$ cat config.mk
export PLATFORM = sky130hd
export DESIGN_NAME = four_bit_adder_substractor
export DESIGN_NICKNAME = d
export VERILOG_FILES = /design/src/rtl/four_bit_adder_substractor.sv
export SDC_FILE = /design/constraint.sdc
export NUM_CORES = 1
export LEC_CHECK = 0
export ABC_AREA = 1
export BUFFER_PORTS_ARGS = -buffer_cell sky130_fd_sc_hd__buf_4
export CAP_MARGIN = 25
export CORE_AREA = 2 2 39 41
export CTS_CLUSTER_DIAMETER = 40
export DETAILED_ROUTE_END_ITERATION = 8
export DIE_AREA = 0 0 41 43
export HOLD_SLACK_MARGIN = 0.15
export SLEW_MARGIN = 20
export SYNTH_ARGS = -nofsm -noshare
export SYNTH_HDL_FRONTEND = slang
export SYNTH_SLANG_ARGS = --single-unit
$ cat constraint.sdc
create_clock -name clk -period 0.8 [get_ports clk]
set_input_delay 0.08 -clock clk [delete_from_list [all_inputs] [get_ports clk]]
set_output_delay 0.08 -clock clk [all_outputs]
set_load 0.03 [all_outputs]
$ cat src/rtl/four_bit_adder_substractor.sv
// Registered 4-bit ripple adder/subtractor with selectable output format.
// cin selects the operation (0 add, 1 subtract); cout selects sign-extended or raw ripple output.
module four_bit_adder_substractor (
  input  logic       clk,
  input  logic       rst,
  input  logic [3:0] a,
  input  logic [3:0] b,
  input  logic       cin,
  input  logic       cout,
  output logic [7:0] addsub
);

  logic [3:0] b_x;
  logic [3:0] sum;
  logic [4:0] carry;
  logic       carry4;
  logic       bit4;
  logic       sign;
  logic [7:0] addsub_d;
  logic [7:0] addsub_q;

  assign b_x      = b ^ {4{cin}};
  assign carry[0] = cin;

  genvar gi;
  generate
    for (gi = 0; gi < 4; gi++) begin : g_fa
      assign sum[gi]     = a[gi] ^ b_x[gi] ^ carry[gi];
      assign carry[gi+1] = (a[gi] & b_x[gi]) | (a[gi] & carry[gi]) | (b_x[gi] & carry[gi]);
    end
  endgenerate

  assign carry4 = carry[4];

  // For subtraction a missing carry out means a borrow, i.e. a negative result.
  assign sign = cin & ~carry4;
  assign bit4 = carry4 ^ cin;

  always_comb begin
    addsub_d = 8'h00;
    if (cout) begin
      addsub_d = {3'b000, carry4, sum};
    end else begin
      addsub_d = {{3{sign}}, bit4, sum};
    end
  end

  always_ff @(posedge clk or posedge rst) begin
    if (rst) begin
      addsub_q <= 8'h00;
    end else begin
      addsub_q <= addsub_d;
    end
  end

  assign addsub = addsub_q;

endmodule

* Word-level counts from Yosys, hierarchy flattened
Cells that the tools add are included.
Cells by class: multiplexer cells 1, bitwise logic cells 32
Operators by type and width (count):
- bitwise AND 1 bit | 13
- XOR 1 bit | 9
- two-way mux 8 bit | 1
- OR 1 bit | 8
- XOR 4 bit | 1
- NOT 1 bit | 1
Storage, ports and cells: register bits 8, bits of input ports 12, word-level logic and storage cells 34

* Depth between registers and ports, before layout
Gate-level depths: netlist of run 1.
word-level depth 16, gate-level depth with buffers 10, gate-level depth less buffers 10

* Worst setup path after synthesis of run 1
Ideal clock, no wire load.
path type input-to-reg, from in cin, to reg addsub_q[4] (netlist: addsub[4]), arrival 1.748 ns, setup slack -1.030 ns, stages 9, path buffers 0, cells stage by stage inv_2 -> nand2_1 -> nand2_1 -> fa_1 -> fa_1 -> fa_1 -> inv_1 -> ha_1 -> o21ai_0
On the way: longest elaborated chain between the ends 15, elaborated cells on any way between the ends 23, classes of those cells mux (1); bitwise (22)
Ends and longest elaborated chain:
- start: declaration | RTL line 8 | input logic cin,
- XOR 4 bit | RTL line 22 | assign b_x = b ^ {4{cin}};
- bitwise AND 1 bit | RTL line 29 | assign carry[gi+1] = (a[gi] & b_x[gi]) | (a[gi] & carry[gi]) | (b_x[gi] & carry[gi]);
- OR 1 bit (2 in a row) | RTL line 29
- bitwise AND 1 bit | RTL line 29
- OR 1 bit (2 in a row) | RTL line 29
- bitwise AND 1 bit | RTL line 29
- OR 1 bit (2 in a row) | RTL line 29
- bitwise AND 1 bit | RTL line 29
- OR 1 bit (2 in a row) | RTL line 29
- XOR 1 bit | RTL line 37 | assign bit4 = carry4 ^ cin;
- two-way mux 8 bit (*) | RTL line 41 | if (cout) begin
- net addsub_d[4] | RTL line 19 | logic [7:0] addsub_d;
- end signal: assignment | RTL line 52 | addsub_q <= addsub_d;
- end: declaration | RTL line 20 | logic [7:0] addsub_q;
The timed path passes the listed nets; every way through them passes the cells marked *.

* Worst setup path after layout of run 1
from in b[1], to reg addsub_q[4] (netlist: addsub[4])
On the way: longest elaborated chain between the ends 12, elaborated cells on any way between the ends 15, classes of those cells mux (1); bitwise (14)
Ends and longest elaborated chain:
- start: declaration | RTL line 7 | input logic [3:0] b,
- XOR 4 bit (*) | RTL line 22
- bitwise AND 1 bit | RTL line 29
- OR 1 bit | RTL line 29
- OR 1 bit (*) | RTL line 29
- bitwise AND 1 bit | RTL line 29
- OR 1 bit | RTL line 29
- OR 1 bit (*) | RTL line 29
- bitwise AND 1 bit | RTL line 29
- OR 1 bit | RTL line 29
- OR 1 bit (*) | RTL line 29
- XOR 1 bit | RTL line 37
- two-way mux 8 bit (*) | RTL line 41
- net addsub_d[4] | RTL line 19
Marks and branches as above.

==> summary.md, run 1 <==
| Metric | Value |
|---|---|
| Status | `finished, violations left` |
| Failing checks | `negative setup slack` |
| GRT Resource Usage Total | `0.105` |
| Hold crit path type | `in2reg` |
| Final HPWL DP | `589 µm` |
| Cell count after synthesis | `39` |
| Post-CTS Hold Buffers | `2` |
| Core area | `1380 µm²` |
| Largest net degree at the start of global routing | `7` |
| WP data arrival | `1.72 ns` |
| Avg WL per Cell | `about 8.7 µm` |
| Post-Route WL | `717 µm` |
| DIE HEIGHT | `roughly 43 µm` |
| Remaining Overflow, GRT | `0` |
| Final #Nets | `83` |
| Worst path cell trace | `buf_6, inv_4, nand2_4, nand2_4, fa_2, fa_2, fa_2, inv_2, ha_4, o21ai_2` |
| Initial core utilization | `0.246` |
| Post-synthesis net count | `55` |
| Slew Viols, Final | `0` |
| Fillers | `approximately 140` |
| Max VDD drop | `0.590 mV` |
| Storage cell area | `151 µm²` |
| Clk sinks | `6` |
| Crit end category | `flop` |
| Die Area | `1760 µm²` |
| Area of the mapped netlist | `between 300 and 400 µm²` |
| Overall die width | `between 40 and 50 µm` |
| CP Class | `in2reg` |
| Final design utilization | `0.490` |
| DRC errors left | `0` |
| DR vias | `between 300 and 400` |
| Row Count | `14` |
| Vias/cell | `approximately 4` |
| Crit path max-delay cell type | `fa_2` |
| Most used cell, CP | `fa_2` |
| CTS buffer count | `3` |
| P&R area growth vs syn | `99.3%` |
| Crit start category | `input pin` |
| ANT cells | `0` |
| Pre-antenna DRT Iters | `4` |
| CTS tree | `yes` |
| Commonest cells after routing, fill and taps aside | `buf_4, nand2_1, buf_6` |
| Register area share after synthesis | `0.441` |
| Most common cell after layout, fill and taps aside | `buf_4` |
| Footprint of the multi-input gates | `193 µm²` |
| RSZ-0062 raised after global routing | `true` |
| Final period util | `1.94` |
| Worst path max stage delay | `0.36 ns` |
| Slew HR | `0.862` |
| Final hold violation count | `0` |
| # Max-Cap Violations | `0` |
| Worst Setup SP | `b[1]` |
| Hold path startpoint | `b[0]` |
| Library cells used by synthesis | `9` |
| Ports | `20` |
| Final setup margin | `-0.750 ns` |
| Max Clk Rate | `about 650 MHz` |
| Mapped Avg Cell Area | `8.73 µm²` |
| Reg clk slew, reported paths | `around 0.050 ns` |
| Synth Warn # | `0` |
| First-pass GRT wire length | `approximately 1200 µm` |
| CTS root buf | `clkbuf_4` |
| Initial antenna violation count | `0` |
| Layout cells sized above 1 | `0.636` |
| Fin Setup TNS | `-2.58 ns` |
| Final setup violation count | `12` |
| Number of synthesized register bits | `6` |
| Crit-path max FO | `2` |
| Max clock buf depth | `2` |
| CP Data Required Time | `0.97 ns` |
| CTS H-tree lvls | `1` |
| Max FFs per register | `6` |
| Placer congestion estimate | `about 0.64` |
| Worst Setup EP | `addsub[4]` |
| 1st-iter DRT viols | `3` |
| DRT antenna net count | `0` |
| Pwr per Cell Area | `between 1500 and 2000 nW/µm²` |
| Vias in the first global route | `~300` |
| Port bufs | `19` |
| Min Tclk post-route | `~1.5 ns` |
| Static Leak | `0.356 nW` |
| Measured slew at the worst slew-check pin | `around 0.21 ns` |
## synth_stat cells, drive strengths merged
library cell,number,area [µm²]
fa,3,60.1
nor2,1,3.75
o21ai,1,5.00
nand2,16,60.1
buf,2,15.0
ha,1,12.5
dfrtp,6,150
inv,9,33.8
## critical path: cells and delay by family
family,cells,cell delay [ns]
adder cells (fa/ha/maj),4,1.25
buffers and inverters,3,0.19
AND/OR/NAND/NOR,2,0.11
AO/OA/AOI/OAI,1,0.10
## how the worst min path moves through the flow
stage	cells past startpoint	end	slack, ns
floorplan	1	addsub[0]	-0.13
global placement	2	addsub[2]	0.0008
detailed placement	2	addsub[2]	0.005
CTS	3	addsub[0]	0.08
global route	3	addsub[0]	0.10
finish	3	addsub[0]	0.08
## metal layers
metal	part of all wire	vias up	GRT usage
met5	0	-	0
met4	0.018	0	0.0400
met3	0.13	2	0.0471
met2	0.53	17	0.166
met1	0.32	140	0.117
li1	-	162	-
## where the power goes
group	switching [mW]	internal, mW
combinational	0.234	0.225
clock	0.108	0.189
sequential	0.0262	0.354
total	0.368	0.767
## stage by stage
| step | hold WS (ns) | setup WS [ns] | total power, mW | instance area, µm² | instances |
|---|---|---|---|---|---|
| global route | 0.102 | -0.790 | 1.24 | 678 | 82 |
| global placement | 0.000751 | -1.11 | 0.740 | 547 | 75 |
| finish | 0.0823 | -0.750 | 1.14 | 678 | 82 |
| floorplan | -0.129 | -0.872 | 0.581 | 377 | 39 |
| CTS | 0.0750 | -0.762 | 1.13 | 664 | 82 |
| detailed placement | 0.00452 | -1.12 | 0.754 | 547 | 75 |
## kinds of logic after synthesis
logic type	Yosys count	synth area share
fa+ha+maj	4	0.213
flops	6	0.441
simple gates	17	0.187
buf+inv	11	0.143
compound gates	1	0.0147
## cell type report
| cell class | instances | share of cell area |
|---|---|---|
| Tap cell | 16 | 0.0295 |
| Multi-Input combinational cell | 22 | 0.284 |
| Inverter | 9 | 0.0720 |
| Timing Repair Buffer | 25 | 0.352 |
| Sequential cell | 6 | 0.223 |
| Clock buffer | 4 | 0.0387 |
## timing repair
item / CTS / global route
setup buffers: 1 / 0
resized for setup: 18 / 4
hold endpoints to repair: 11 / 4
pin swaps: 1 / 3
setup endpoints to repair: 12 / 12
(Power assumes the default switching activity.)
==> run 2: changes to the inputs <==
--- a/config.mk
+++ b/config.mk
@@ -13,6 +13,7 @@
 export DETAILED_ROUTE_END_ITERATION = 8
 export DIE_AREA = 0 0 41 43
 export HOLD_SLACK_MARGIN = 0.15
+export PLACE_DENSITY = 0.59
 export SLEW_MARGIN = 20
 export SYNTH_ARGS = -nofsm -noshare
 export SYNTH_HDL_FRONTEND = slang
==> run 2 against run 1 <==
The run still ends with negative setup slack left. Total power rose by 1.0%. Maximum frequency rose by 1.1%. Core utilization increased by 0.27 points. Sequential cell count is the same. Non-clock buffer count stayed put. Largest cell class unchanged.
==> summary.md, run 2 (synthesis gave the netlist of run 1 again) <==
| Metric | Value |
|---|---|
| Port bufs | `19 (unchanged)` |
| Status | `finished, violations left` |
| CP Class | `in2reg` |
| CTS tree | `yes` |
| # Max-Cap Violations | `0 (unchanged)` |
| Final design utilization | `0.493 (+0.00271)` |
| CTS H-tree lvls | `1 (unchanged)` |
| Post-CTS Hold Buffers | `3 (+1)` |
| Post-DP Area | `539 µm² (-1.4%)` |
| Remaining Overflow, GRT | `0 (unchanged)` |
| Final HPWL DP | `568 µm (-3.5%)` |
| Placed cells | `74 (-1.3%)` |
| Static Leak | `0.365 nW (+2.5%)` |
| CTS root buf | `clkbuf_4` |
| GRT Resource Usage Total | `0.0984 (-0.00619)` |
| Avg WL per Cell | `8.99 µm (+2.8%)` |
| Worst Setup EP | `addsub[4]` |
| Final setup margin | `-0.734 ns (+0.0162 ns)` |
| Final Cell Area | `682 µm² (+0.55%)` |
| Final period util | `1.92 (-0.0203)` |
| Int Pwr | `0.769 mW (+0.26%)` |
| Clk sinks | `6 (unchanged)` |
| Pre-antenna DRT Iters | `1 (-3)` |
| Crit-path max FO | `4 (+2)` |
| Min Tclk post-route | `1.53 ns (-0.0162 ns)` |
| Slew HR | `0.858 (-0.00495)` |
| Measured slew at the worst slew-check pin | `0.213 ns (+0.00741 ns)` |
| Slew Viols, Final | `0 (unchanged)` |
| Layout cells sized above 1 | `0.591 (-0.0455)` |
| Max Clk Rate | `652 MHz (+1.1%)` |
| 1st-iter DRT viols | `0 (-3)` |
| Initial core utilization | `0.246 (unchanged)` |
| Vias in the first global route | `286 (-5.3%)` |
| DIE HEIGHT | `43 µm (unchanged)` |
| Sequential share of power | `0.328 (-0.006)` |
| CTS buffer count | `3 (unchanged)` |
| Fin Setup TNS | `-2.56 ns (+0.0186 ns)` |
| Final hold violation count | `0 (unchanged)` |
| DR vias | `325 (+1.2%)` |
| Max clock buf depth | `2 (unchanged)` |
| Worst Setup SP | `cin` |
| Core area | `1380 µm² (unchanged)` |
| Clk pwr share | `0.272 (+0.011)` |
| Commonest cells after routing, fill and taps aside | `nand2_1, buf_4, buf_6` |
| Overall die width | `41 µm (unchanged)` |
| Hold crit path type | `in2reg` |
| Final setup violation count | `12 (unchanged)` |
| Largest net degree at the start of global routing | `7 (unchanged)` |
| DRC errors left | `0 (unchanged)` |
| Post-Route WL | `737 µm (+2.8%)` |
| RSZ-0062 raised after global routing | `true` |
| Failing checks | `negative setup slack` |
| Ports | `20 (unchanged)` |
| Final #Nets | `83 (unchanged)` |
| Initial antenna violation count | `0 (unchanged)` |
| Vias/cell | `3.96 (+1.2%)` |
| Most common cell after layout, fill and taps aside | `nand2_1` |
| Pre-CTS WS | `-1.11 ns (+0.0170 ns)` |
| P&R area growth vs syn | `100%` |
| ANT cells | `0 (unchanged)` |
| Reg clk slew, reported paths | `0.05 ns (about the same)` |
| Crit start category | `input pin` |
| Die Area | `1760 µm² (unchanged)` |
| Row Count | `14 (unchanged)` |
| Non-filler instance count after layout | `82 (unchanged)` |
| Pwr per Cell Area | `1680 nW/µm² (+0.49%)` |
| First-pass GRT wire length | `1090 µm (-11%)` |
| Sw Ratio | `0.330 (+0.00525)` |
| Max FFs per register | `6 (unchanged)` |
| Combinational share of power | `0.400 (-0.004)` |
| CP Data Required Time | `0.98 ns (about the same)` |
| DRT antenna net count | `0 (unchanged)` |
| WP data arrival | `1.72 ns (about the same)` |
| Fillers | `132 (-2.2%)` |
| Switching pwr | `0.378 mW (+2.7%)` |
| Placer congestion estimate | `0.668 (+4.2%)` |
| Crit end category | `flop` |
| Max VDD drop | `0.543 mV (-8.0%)` |
run 2: worst min-delay path by stage:
stage / from / endpoint / slack [ns] / cells after the start
after floorplan: rst / addsub[0] / -0.13 / 1
after global placement: rst / addsub[2] / 0.005 / 2
after detailed placement: rst / addsub[0] / 0.01 / 2
after CTS: b[0] / addsub[0] / 0.05 / 3
after global routing: b[0] / addsub[0] / 0.07 / 3
final: b[0] / addsub[0] / 0.05 / 3
run 2: power by group through the flow:
stage          clock [mW]  sequential, mW  combinational (mW)
3_3_place_gp            0           0.370               0.366
3_5_place_dp            0           0.371               0.377
2_1_floorplan           0           0.473               0.108
4_1_cts             0.312           0.377               0.452
6_report            0.312           0.376               0.459
5_1_grt             0.337           0.381               0.501
run 2: cell type report:
class	count	area (µm²)	share of cell area
inverters	9	48.8	0.0716
well taps	16	20.0	0.0294
repair buffers	25	248	0.363
clock buffers	4	26.3	0.0385
flip-flops and latches	6	151	0.222
multi-input cells	22	188	0.275
run 2: critical path: stages:
cell,delay [ns]
buf_12,0.10
inv_12,0.03
nand2_4,0.05
nand2_4,0.05
fa_2,0.35
fa_2,0.34
fa_2,0.35
inv_2,0.07
ha_4,0.19
o21ai_2,0.10
run 2: repair_timing:
action	4_1_cts	5_1_grt
pin swaps	1	1
setup endpoints to repair	12	13
setup buffers	1	0
gates resized for setup	18	4
endpoints found under the hold margin	11	4
run 2: routing by layer:
metal  track usage  wire (µm)  up-vias
met3        0.0157         88        2
met5             0          0        -
met2         0.156        384       17
li1              -          -      161
met1        0.0963        244      145
met4         0.100         19        0
run 2: metrics by stage:
step                      power, mW  hold WS [ns]
final                          1.15        0.0479
after global routing           1.22        0.0659
after CTS                      1.14        0.0531
after detailed placement      0.748        0.0131
after global placement        0.736       0.00499
after floorplan               0.581        -0.129
==> run 3: changes to the inputs <==
--- a/config.mk
+++ b/config.mk
@@ -7,9 +7,10 @@
 export LEC_CHECK = 0
 export ABC_AREA = 1
 export BUFFER_PORTS_ARGS = -buffer_cell sky130_fd_sc_hd__buf_4
-export CAP_MARGIN = 25
+export CAP_MARGIN = 20
 export CORE_AREA = 2 2 39 41
 export CTS_CLUSTER_DIAMETER = 40
+export CTS_CLUSTER_SIZE = 16
 export DETAILED_ROUTE_END_ITERATION = 8
 export DIE_AREA = 0 0 41 43
 export HOLD_SLACK_MARGIN = 0.15
==> constraint.sdc (replaced) <==
create_clock -name clk -period 0.8 [get_ports clk]
set_input_delay 0.08 -clock clk [delete_from_list [all_inputs] [get_ports clk]]
set_output_delay 0.08 -clock clk [all_outputs]
set_load 0.005 [all_outputs]
==> run 3 against run 2 <==
The run still ends with negative setup slack left. Core utilization is 0.72 points lower. Cell count shrank 2.4%. Sequential cell count unchanged. Cell area is 1.5% lower. Total power decreased by 15%. Worst setup slack worse by 0.036 ns. Sequential power is essentially flat. Non-clock buffer count fell by 1. Critical endpoint unchanged.
==> summary.md, run 3 (synthesis gave the netlist of run 1 again) <==
| Metric | Value |
|---|---|
| Initial antenna violation count | `0 (unchanged)` |
| Layout cells sized above 1 | `0.641 (+0.0497)` |
| Avg WL per Cell | `8.55 µm (-4.9%)` |
| Final setup violation count | `7 (-5)` |
| Commonest cells after routing, fill and taps aside | `buf_4, nand2_1, buf_6` |
| Placer congestion estimate | `0.617 (-7.7%)` |
| Post-Route WL | `684 µm (-7.2%)` |
| Clk sinks | `6 (unchanged)` |
| Ports | `20 (unchanged)` |
| CP Class | `in2reg` |
| Slew Viols, Final | `0 (unchanged)` |
| Core area | `1380 µm² (unchanged)` |
| WP data arrival | `1.73 ns (about the same)` |
| Fin Setup TNS | `-2.37 ns (+0.192 ns)` |
| Port bufs | `19 (unchanged)` |
| Initial core utilization | `0.246 (unchanged)` |
| Final setup margin | `-0.770 ns (-0.0364 ns)` |
| Pre-antenna DRT Iters | `1 (unchanged)` |
| Footprint of the multi-input gates | `195 µm² (+4.0%)` |
| Failing checks | `negative setup slack` |
| Min Tclk post-route | `1.57 ns (+0.0364 ns)` |
| Max Clk Rate | `637 MHz (-2.3%)` |
| Fillers | `142 (+7.6%)` |
| CTS root buf | `clkbuf_4` |
| Status | `finished, violations left` |
| # Max-Cap Violations | `0 (unchanged)` |
| CTS H-tree lvls | `1 (unchanged)` |
| Slew HR | `0.860 (+0.00295)` |
| Storage cell area | `150 µm² (-0.83%)` |
| Final #Nets | `82 (-1.2%)` |
| CTS buffer count | `3 (unchanged)` |
| Vias/cell | `3.86 (-2.5%)` |
| CTS tree | `yes` |
| Final hold violation count | `0 (unchanged)` |
| Crit end category | `flop` |
| Static Leak | `0.352 nW (-3.3%)` |
| DIE HEIGHT | `43 µm (unchanged)` |
| Hold crit path type | `in2reg` |
| Final HPWL DP | `560 µm (-1.3%)` |
| Placed cells | `75 (+1.4%)` |
| Post-CTS Hold Buffers | `2 (-1)` |
| First-pass GRT wire length | `1090 µm (unchanged)` |
| Max VDD drop | `0.433 mV (-20%)` |
| Crit-path max FO | `4 (unchanged)` |
| Max FFs per register | `6 (unchanged)` |
| RSZ-0062 raised after global routing | `true` |
| Largest net degree at the start of global routing | `7 (unchanged)` |
| Post-CTS Setup Bufs | `0 (-1)` |
| Remaining Overflow, GRT | `0 (unchanged)` |
| Non-filler instance count after layout | `80 (-2.4%)` |
| Measured slew at the worst slew-check pin | `0.209 ns (-0.00442 ns)` |
| Die Area | `1760 µm² (unchanged)` |
| Max clock buf depth | `2 (unchanged)` |
| ANT cells | `0 (unchanged)` |
| Overall die width | `41 µm (unchanged)` |
| Final period util | `1.96 (+0.0455)` |
| DR vias | `309 (-4.9%)` |
| Crit start category | `input pin` |
| Row Count | `14 (unchanged)` |
| P&R area growth vs syn | `97.4%` |
| DRC errors left | `0 (unchanged)` |
| GRT Resource Usage Total | `0.0943 (-0.00406)` |
| 1st-iter DRT viols | `0 (unchanged)` |
| Overall Power | `0.977 mW (-15%)` |
| Reg clk slew, reported paths | `0.04 ns (about the same)` |
| Pwr per Cell Area | `1450 nW/µm² (-14%)` |
| Hold Slack | `0.0631 ns (+0.0152 ns)` |
| Final design utilization | `0.486 (-0.00723)` |
| CP Data Required Time | `0.96 ns (-0.02 ns)` |
| Most common cell after layout, fill and taps aside | `buf_4` |
| DRT antenna net count | `0 (unchanged)` |
| Vias in the first global route | `281 (-1.7%)` |
-- run 3: changes by cell type in the layout (fill, tap and decap cells not counted) --
cell / delta
nand2_1: -3
nand2_2: +3
clkbuf_1: -1
dfrtp_1: +1
dfrtp_2: -1
dlymetal6s4s_1: -1
-- run 3: timing repair --
| item | CTS | global route |
|---|---|---|
| gates resized for setup | 20 | 4 |
| gates cloned | 0 | 0 |
| endpoints found under the setup margin | 10 | 12 |
| pin swaps | 2 | 1 |
| endpoints found under the hold margin | 9 | 1 |
-- run 3: routing by layer --
layer / vias up / track usage / share of wire
li1: 162 / - / -
met1: 132 / 0.106 / 0.36
met2: 15 / 0.144 / 0.53
met3: 0 / 0.0157 / 0.11
met4: 0 / 0.0800 / 0
met5: - / 0 / 0
-- run 3: metrics by stage --
step	worst slack [ns]	area, µm²
5_1_grt	-0.824	672
3_3_place_gp	-1.11	546
4_1_cts	-0.759	657
3_5_place_dp	-1.13	546
2_1_floorplan	-0.872	375
6_report	-0.770	672
-- run 3: power breakdown --
part           leakage (nW)  total [mW]  switching (mW)  internal [mW]
registers            0.0724       0.376          0.0227          0.353
clock network        0.0138       0.257          0.0890          0.168
logic                 0.266       0.344           0.127          0.217
total                 0.352       0.977           0.239          0.739
-- run 3: final cells by class --
cell class              instances  area share
multi-input cells              22       0.291
well taps                      16      0.0298
inverters                       9      0.0726
flip-flops and latches          6       0.223
clock buffers                   3      0.0335
repair buffers                 24       0.350
-- run 3: worst max-delay path, cell delays in order --
cell,delay (ns)
buf_12,0.10
inv_12,0.03
nand2_4,0.05
nand2_4,0.05
fa_2,0.35
fa_2,0.35
fa_2,0.36
inv_2,0.07
ha_4,0.19
o21ai_2,0.10
-- run 3: worst paths after layout --
path,from,endpoint,slack [ns],cells past startpoint
max,cin,addsub[4],-0.77,10
min,b[0],addsub[0],0.06,3
max in group asynchronous,rst,addsub[6],0.30,3
min in group asynchronous,rst,addsub[2],0.31,3
